--- src/rtl/uart_prog_loader_pkg.sv ---
// Shared types and constants for the UART program loader.
// Optional even-parity framing is selected by defining UART_PROG_LOADER_PARITY_EN.
package uart_prog_loader_pkg;

    typedef enum logic [2:0] {
        IDLE,
        START,
        DATA,
        PARITY,
        STOP,
        DONE
    } rx_state_t;

    localparam logic [15:0] MIN_CLK_PER_BIT    = 16'd4;
    localparam logic [31:0] END_MARKER_DEFAULT = 32'h0000_0FFF;

    // Very short bit periods leave no room for a mid-bit sample point.
    function automatic logic [15:0] clamp_clk_per_bit(input logic [15:0] n);
        return (n < MIN_CLK_PER_BIT) ? MIN_CLK_PER_BIT : n;
    endfunction

endpackage

--- src/rtl/uart_prog_loader_if.sv ---
// Instruction-memory write port driven by the program loader.
interface uart_prog_loader_if #(
    parameter int ADDR_W = 13
);
    logic              mem_we_o;
    logic [ADDR_W-1:0] mem_addr_o;
    logic [31:0]       mem_wdata_o;

    modport master (output mem_we_o, mem_addr_o, mem_wdata_o);
    modport slave  (input  mem_we_o, mem_addr_o, mem_wdata_o);
endinterface

--- src/rtl/uart_prog_loader_rx_core.sv ---
// UART receiver: 2-flop synchronizer, bit-timing FSM and byte strobe.
// Even-parity (8E1) framing when UART_PROG_LOADER_PARITY_EN is defined, 8N1 otherwise.
module uart_rx_core
    import uart_prog_loader_pkg::*;
(
    input  logic        clock,
    input  logic        reset,
    input  logic        i_rx,
    input  logic [15:0] i_clk_per_bit,
    input  logic        i_halt,
    output logic        o_byte_vld,
    output logic [7:0]  o_byte,
`ifdef UART_PROG_LOADER_PARITY_EN
    output logic        o_parity_err,
`endif
    output logic        o_frame_err
);

    logic        r_sync1, r_sync2, r_sync3;
    rx_state_t   r_state, w_next;
    logic [15:0] r_cnt, r_n;
    logic [2:0]  r_bits;
    logic [7:0]  r_shift;
    logic        r_byte_vld, r_frame_err;
    logic        w_fall, w_tick;
`ifdef UART_PROG_LOADER_PARITY_EN
    logic        r_par_bad, r_parity_err;
`endif

    always_ff @(posedge clock or negedge reset) begin
        if (!reset) begin
            r_sync1 <= 1'b1;
            r_sync2 <= 1'b1;
            r_sync3 <= 1'b1;
        end else begin
            r_sync1 <= i_rx;
            r_sync2 <= r_sync1;
            r_sync3 <= r_sync2;
        end
    end

    assign w_fall = r_sync3 & ~r_sync2;

    always_ff @(posedge clock or negedge reset) begin
        if (!reset) r_state <= IDLE;
        else        r_state <= w_next;
    end

    always_comb begin
        w_next = r_state;
        if (i_halt) begin
            w_next = DONE;
        end else begin
            case (r_state)
                IDLE:   if (w_fall) w_next = START;
                START:  if (w_tick) w_next = r_sync2 ? IDLE : DATA;
`ifdef UART_PROG_LOADER_PARITY_EN
                DATA:   if (w_tick && r_bits == 3'd7) w_next = PARITY;
`else
                DATA:   if (w_tick && r_bits == 3'd7) w_next = STOP;
`endif
                PARITY: if (w_tick) w_next = STOP;
                STOP:   if (w_tick) w_next = IDLE;
                DONE:   w_next = DONE;
                default: w_next = IDLE;
            endcase
        end
    end

    // Sample strobe: half a bit into the start bit, then once per full bit.
    always_comb begin
        w_tick = 1'b0;
        case (r_state)
            START:              w_tick = (r_cnt == (r_n >> 1) - 16'd1);
            DATA, PARITY, STOP: w_tick = (r_cnt == r_n - 16'd1);
            default:            w_tick = 1'b0;
        endcase
    end

    always_ff @(posedge clock or negedge reset) begin
        if (!reset) begin
            r_cnt       <= 16'd0;
            r_n         <= MIN_CLK_PER_BIT;
            r_bits      <= 3'd0;
            r_byte_vld  <= 1'b0;
            r_frame_err <= 1'b0;
`ifdef UART_PROG_LOADER_PARITY_EN
            r_par_bad    <= 1'b0;
            r_parity_err <= 1'b0;
`endif
        end else begin
            r_byte_vld  <= 1'b0;
            r_frame_err <= 1'b0;
`ifdef UART_PROG_LOADER_PARITY_EN
            r_parity_err <= 1'b0;
            if (r_state == PARITY && w_tick) r_par_bad <= (r_sync2 != ^r_shift);
`endif
            if (r_state == IDLE || r_state == DONE) begin
                r_cnt  <= 16'd0;
                r_bits <= 3'd0;
`ifdef UART_PROG_LOADER_PARITY_EN
                r_par_bad <= 1'b0;
`endif
                // Bit period is frozen for the whole frame at the start edge.
                if (r_state == IDLE && w_fall) r_n <= clamp_clk_per_bit(i_clk_per_bit);
            end else if (w_tick) begin
                r_cnt <= 16'd0;
            end else begin
                r_cnt <= r_cnt + 16'd1;
            end
            if (r_state == DATA && w_tick) r_bits <= r_bits + 3'd1;
            if (r_state == STOP && w_tick) begin
                if (!r_sync2) r_frame_err <= 1'b1;
`ifdef UART_PROG_LOADER_PARITY_EN
                else if (r_par_bad) r_parity_err <= 1'b1;
`endif
                else r_byte_vld <= 1'b1;
            end
        end
    end

    always_ff @(posedge clock) begin
        if (r_state == DATA && w_tick) r_shift <= {r_sync2, r_shift[7:1]};
    end

    assign o_byte_vld  = r_byte_vld;
    assign o_byte      = r_shift;
    assign o_frame_err = r_frame_err;
`ifdef UART_PROG_LOADER_PARITY_EN
    assign o_parity_err = r_parity_err;
`endif

endmodule

--- src/rtl/uart_prog_loader.sv ---
// Boot loader: UART bytes -> little-endian words -> sequential instruction-memory writes.
// Define UART_PROG_LOADER_PARITY_EN for 8E1 framing and the parity_err_o status port.
module uart_prog_loader
    import uart_prog_loader_pkg::*;
#(
    parameter int          ADDR_W     = 13,
    parameter logic [31:0] END_MARKER = END_MARKER_DEFAULT
) (
    input  logic                clock,
    input  logic                reset,
    input  logic                rx_i,
    input  logic [15:0]         clk_per_bit_i,
    uart_prog_loader_if.master  mem_if,
    output logic                core_rst_o,
    output logic                prog_done_o,
    output logic                frame_err_o,
`ifdef UART_PROG_LOADER_PARITY_EN
    output logic                parity_err_o,
`endif
    output logic                addr_ovf_o
);

    logic              w_byte_vld, w_frame_err, w_commit;
    logic [7:0]        w_byte;
    logic [31:0]       w_full;
    logic [1:0]        r_lane;
    logic [23:0]       r_word;
    logic [ADDR_W-1:0] r_next, r_addr;
    logic [31:0]       r_wdata;
    logic              r_we, r_core_rst, r_done, r_ferr, r_ovf;
`ifdef UART_PROG_LOADER_PARITY_EN
    logic              w_parity_err, r_perr;
`endif

    uart_rx_core u_rx (
        .clock         (clock),
        .reset         (reset),
        .i_rx          (rx_i),
        .i_clk_per_bit (clk_per_bit_i),
        .i_halt        (r_done),
        .o_byte_vld    (w_byte_vld),
        .o_byte        (w_byte),
`ifdef UART_PROG_LOADER_PARITY_EN
        .o_parity_err  (w_parity_err),
`endif
        .o_frame_err   (w_frame_err)
    );

    assign w_full   = {w_byte, r_word};
    assign w_commit = w_byte_vld && (r_lane == 2'd3);

    // Lanes 0..2 are buffered; lane 3 goes straight into the committed word.
    always_ff @(posedge clock) begin
        if (w_byte_vld) begin
            case (r_lane)
                2'd0:    r_word[7:0]   <= w_byte;
                2'd1:    r_word[15:8]  <= w_byte;
                2'd2:    r_word[23:16] <= w_byte;
                default: ;
            endcase
        end
    end

    always_ff @(posedge clock or negedge reset) begin
        if (!reset) begin
            r_lane     <= 2'd0;
            r_next     <= '0;
            r_addr     <= '0;
            r_wdata    <= 32'd0;
            r_we       <= 1'b0;
            r_core_rst <= 1'b1;
            r_done     <= 1'b0;
            r_ferr     <= 1'b0;
            r_ovf      <= 1'b0;
`ifdef UART_PROG_LOADER_PARITY_EN
            r_perr     <= 1'b0;
`endif
        end else begin
            r_we <= 1'b0;
            if (w_byte_vld) r_lane <= r_lane + 2'd1;
            if (w_commit) begin
                if (w_full == END_MARKER) begin
                    r_done     <= 1'b1;
                    r_core_rst <= 1'b0;
                end else begin
                    r_we    <= 1'b1;
                    r_addr  <= r_next;
                    r_wdata <= w_full;
                    r_next  <= r_next + ADDR_W'(1);
                    if (&r_next) r_ovf <= 1'b1;
                end
            end
            if (w_frame_err) r_ferr <= 1'b1;
`ifdef UART_PROG_LOADER_PARITY_EN
            if (w_parity_err) r_perr <= 1'b1;
`endif
        end
    end

    assign mem_if.mem_we_o    = r_we;
    assign mem_if.mem_addr_o  = r_addr;
    assign mem_if.mem_wdata_o = r_wdata;
    assign core_rst_o         = r_core_rst;
    assign prog_done_o        = r_done;
    assign frame_err_o        = r_ferr;
    assign addr_ovf_o         = r_ovf;
`ifdef UART_PROG_LOADER_PARITY_EN
    assign parity_err_o       = r_perr;
`endif

endmodule

--- src/flat_wrapper.sv ---
// flat-port wrapper written by rule: the top's interface ports become plain ports
module uart_prog_loader_flat import uart_prog_loader_pkg::*;
#(
    parameter int          ADDR_W     = 13,
    parameter logic [31:0] END_MARKER = END_MARKER_DEFAULT
)
  (clock, reset, rx_i, clk_per_bit_i, core_rst_o, prog_done_o, frame_err_o, addr_ovf_o, mem_if_mem_we_o, mem_if_mem_addr_o, mem_if_mem_wdata_o);
  uart_prog_loader_if #(.ADDR_W(ADDR_W)) mem_if_i ();
  input  logic clock;
  input  logic reset;
  input  logic rx_i;
  input  logic [15:0] clk_per_bit_i;
  output logic core_rst_o;
  output logic prog_done_o;
  output logic frame_err_o;
  output logic addr_ovf_o;
  output wire logic [$bits(mem_if_i.mem_we_o)-1:0] mem_if_mem_we_o;
  output wire logic [$bits(mem_if_i.mem_addr_o)-1:0] mem_if_mem_addr_o;
  output wire logic [$bits(mem_if_i.mem_wdata_o)-1:0] mem_if_mem_wdata_o;
  assign mem_if_mem_we_o = mem_if_i.mem_we_o;
  assign mem_if_mem_addr_o = mem_if_i.mem_addr_o;
  assign mem_if_mem_wdata_o = mem_if_i.mem_wdata_o;
  uart_prog_loader #(.ADDR_W(ADDR_W), .END_MARKER(END_MARKER)) u_core (.clock(clock), .reset(reset), .rx_i(rx_i), .clk_per_bit_i(clk_per_bit_i), .mem_if(mem_if_i), .core_rst_o(core_rst_o), .prog_done_o(prog_done_o), .frame_err_o(frame_err_o), .addr_ovf_o(addr_ovf_o));
endmodule
--- config.mk ---
export PLATFORM = sky130hd
export DESIGN_NAME = uart_prog_loader_flat
export DESIGN_NICKNAME = d
export VERILOG_FILES = /design/src/rtl/uart_prog_loader_pkg.sv /design/src/rtl/uart_prog_loader_if.sv /design/src/rtl/uart_prog_loader_rx_core.sv /design/src/rtl/uart_prog_loader.sv /design/src/flat_wrapper.sv
export SDC_FILE = /design/constraint.sdc
export NUM_CORES = 1
export LEC_CHECK = 0
export CAP_MARGIN = 5
export CORE_MARGIN = 2
export CORE_UTILIZATION = 45
export DETAILED_ROUTE_END_ITERATION = 8
export PLACE_DENSITY = 0.66
export SLEW_MARGIN = 20
export SYNTH_ARGS = -nofsm -noshare
export SYNTH_HDL_FRONTEND = slang
export SYNTH_SLANG_ARGS = --single-unit
--- constraint.sdc ---
create_clock -name clock -period 4.93 [get_ports clock]
set_input_delay 0.986 -clock clock [delete_from_list [all_inputs] [get_ports clock]]
set_output_delay 0.986 -clock clock [all_outputs]
set_load 0.1 [all_outputs]
==> flow_summary.json <==
{
  "regArea_sq_um": 3670,
  "startpoint_type": "register",
  "synthesis.nets": 573,
  "vias_per_cell": 5.364,
  "synth.avg_cell_area_sq_um": 12.09,
  "path_max_fanout": 18,
  "report.final.slew_viol_count": 0,
  "routabilityCongestion": 0.8865,
  "tritoncts": "yes",
  "peakVddDrop_uv": 230.5,
  "clock_skew_ns": 0.009036,
  "grt_use_total_pct": 18.49,
  "synth_cell_types": 74,
  "synthFlopType": "dfrtp_1",
  "fin_total_pwr_mw": 3.483,
  "cap_violations": 0,
  "dr.pass1.iters": 5,
  "crit_arrival_ns": 4.36,
  "route.vias.total": 4366,
  "syn_area_sq_um": 6588,
  "fill_cells": 1196,
  "hold_viol_final": 0,
  "dieArea_sq_um": 15620,
  "min-delay-path-class": "reg2reg",
  "dpl.cell_count": 782,
  "fin_crit_sh_pct": 86.62,
  "drt_iter0_drc": 214,
  "port_buffers": 68,
  "cts_root_buf": "clkbuf_16",
  "start_util_pct": 45.67,
  "clock_sinks": 140,
  "required_ns": 5.02,
  "whs_ns": 0.3578,
  "die_x_um": 125.0,
  "synth_edf_count": 32,
  "setup_violations": 0,
  "clock_latency_ns": 0.42,
  "synth-seq-cells": 140,
  "slew_headroom_pct": 34.07,
  "rsz0062_at_grt": "no",
  "p_leak_nw": 3.400,
  "synth_seq_area_share_pct": 55.71,
  "rows": 44,
  "drtAntennaViolNets": 0,
  "setup_tns_ns": 0,
  "wire_per_inst_um": 16.54,
  "worstSetupPathType": "reg2reg",
  "antenna_found_initial": 0,
  "fin_nets": 645,
  "grt_first_pass_wirelength_mm": 23.07,
  "synth_cells": 545,
  "diodes": 0,
  "route.detailed.drc": 0,
  "tightest_slew_ns": 0.9859,
  "grt.overflow.total": 0,
  "area_delta_synth_final_pct": 21.60,
  "cp-end-kind": "register",
  "ys_warn_count": 0,
  "fmax_ghz": 0.2342,
  "post_cts_buffers": 0,
  "ys_async_sr_fraction_pct": 77.14,
  "path_clk_slew_ns": 0.06,
  "die_h_um": 125.0,
  "wl_mm": 13.46,
  "holdBufCountCts": 0,
  "pwr_density_cell_nw_per_um2": 434.9,
  "final_cell_count_no_fill": 814,
  "htree_levels": 4,
  "drive_gt1_share_pct": 18.25,
  "multi_input_area_sq_um": 2744,
  "cts_resized": 0,
  "status": "finished clean",
  "place_hpwl_mm": 9.708,
  "numCtsBuffers": 17,
  "grt_start_max_net_pins": 73,
  "pin_count": 69,
  "cts_buffer_depth": 2,
  "core_region_area_sq_um": 14420,
  "period_minus_slack_ns": 4.271,
  "grt_pass1_vias": 4459
}
## metrics by stage
stage                     setup WS [ns]  area [sq um]  utilization, %
after floorplan                   1.447          6588               -
after global placement           0.8654          7420           51.44
after detailed placement         0.6964          7420           51.44
after CTS                        0.6776          8010           55.53
after global routing             0.2215          8010           55.53
final                            0.6594          8010           55.53
## per-layer routing
metal	vias to the layer above	GRT usage [%]	share of wire, %
met3	6	4.065	4.1
met2	93	29.22	49
met5	-	0	0
met4	0	6.144	0.71
met1	2162	25.58	46
li1	2105	-	-
## power by group
group | total, mW | switching (mW) | internal (mW) | leakage [nW]
Sequential | 1.45 | 0.179 | 1.27 | 1.74
Clock | 1.27 | 0.514 | 0.751 | 0.280
Combinational | 0.764 | 0.426 | 0.338 | 1.38
## placed cells by master (no fill, tap or decap), types with 3 or more instances in the layout
cell type and n:
clkbuf_16 17, dfstp_2 5, nand2b_1 3, xor2_1 19, nand2_1 55, inv_1 16, clkinvlp_4 3, o211ai_1 4
dfrtp_1 103, nor4_1 8, edfxtp_1 32, inv_6 3, xnor2_1 27, o21ai_0 9, mux2i_1 13, nor2_1 36
clkinv_4 3, clkdlybuf4s50_1 67, buf_4 6, nor3_1 11, nor2b_1 8, a22o_1 3, ha_1 9, and3_1 10
o221ai_1 3, nor4b_1 3, mux2_2 46, o211a_1 3, or2_2 3, and2_1 4, nand3_1 18, o21a_1 6
a21oi_1 7, nand4_1 11
## kinds of logic (layout without fill, tap and decap cells)
| logic type | count (synthesis) | count (layout) | synth area share, % |
|---|---|---|---|
| adders and majority gates | 9 | 9 | 1.709 |
| buffers and inverters | 36 | 121 | 2.754 |
| AOI/OAI and AO/OA | 66 | 66 | 8.377 |
| DFF | 140 | 140 | 55.71 |
| and+or+nand+nor | 187 | 187 | 14.95 |
| xor gates and xnor gates | 46 | 46 | 6.116 |
| muxes | 61 | 61 | 10.39 |
## sequential cells by signal, indices dropped and copies added, names as in the netlist
| signal | flops |
|---|---|
| u_core.mem_if.mem_addr_o | 13 |
| u_core.r_word | 24 |
| u_core.u_rx.r_state | 3 |
| u_core.core_rst_o | 1 |
| u_core.u_rx.r_n | 16 |
| u_core.u_rx.r_cnt | 16 |
| u_core.u_rx.o_byte | 8 |
| u_core.u_rx.r_sync3 | 1 |
| u_core.mem_if.mem_wdata_o | 32 |
| u_core.r_lane | 2 |
| u_core.mem_if.mem_we_o | 1 |
| u_core.u_rx.o_byte_vld | 1 |
| u_core.u_rx.r_sync1 | 1 |
| u_core.addr_ovf_o | 1 |
| u_core.frame_err_o | 1 |
| u_core.u_rx.r_sync2 | 1 |
| u_core.prog_done_o | 1 |
| u_core.u_rx.o_frame_err | 1 |
| u_core.r_next | 13 |
| u_core.u_rx.r_bits | 3 |
## cell usage after synthesis, drive strengths merged (2+ instances only)
cell,count,share of area [%]
nand2,55,3.1
nand4,11,1.0
nor4b,3,0.40
nand3,19,1.5
a221o,2,0.30
dfstp,5,2.0
o21ai,10,0.82
a211o,2,0.27
and3,10,0.95
o211ai,4,0.46
o21a,6,0.68
ha,9,1.7
a31o,2,0.27
o2111ai,2,0.27
buf,12,1.4
mux2i,15,2.5
edfxtp,32,15
o21bai,3,0.46
nor2b,9,0.85
or4,2,0.23
mux2,46,7.9
o211a,4,0.61
o221ai,3,0.40
or4bb,2,0.34
xnor2,27,3.6
nor4,9,0.95
clkbuf,8,0.46
nor3,13,1.2
and2,4,0.38
nand2b,3,0.28
a21oi,8,0.66
or2,3,0.28
a21boi,2,0.23
xor2,19,2.5
inv,16,0.91
a22o,3,0.40
nor2,38,2.2
dfrtp,103,39
## path summary, 6_finish.rpt
check,cells past startpoint,end,slack [ns],start
worst min-delay path,0,u_core.u_rx.r_sync2,0.36,u_core.u_rx.r_sync1
max in group asynchronous,2,u_core.u_rx.r_n[2],3.22,reset
worst max-delay path,13,u_core.u_rx.o_byte[2],0.66,u_core.u_rx.r_state[1]
min in group asynchronous,1,u_core.mem_if.mem_wdata_o[16],0.69,reset
worst min register to register,0,u_core.u_rx.r_sync2,0.36,u_core.u_rx.r_sync1
worst max register to register,13,u_core.u_rx.o_byte[2],0.66,u_core.u_rx.r_state[1]
## area by class of cell
class / instances / share of cell area, %
clock buffer: 17 / 5.311
clock inverter: 15 / 2.062
inverter: 16 / 0.7498
multi-input combinational: 369 / 34.25
sequential: 140 / 45.81
tap: 184 / 2.874
timing repair buffer: 73 / 8.935
## critical path, stage by stage, from the launching register on
cell	delay [ns]
dfrtp_1	0.74
nor3b_4	0.12
nor2_2	0.56
mux2i_1	0.25
ha_1	0.20
o21ai_0	0.17
nor3_4	0.26
nand4_1	0.17
nor4b_1	0.36
o22ai_1	0.12
nor4_2	0.30
o21a_1	0.26
nand3_1	0.13
inv_1	0.29
Note: power is estimated with default switching activity, not from simulation.
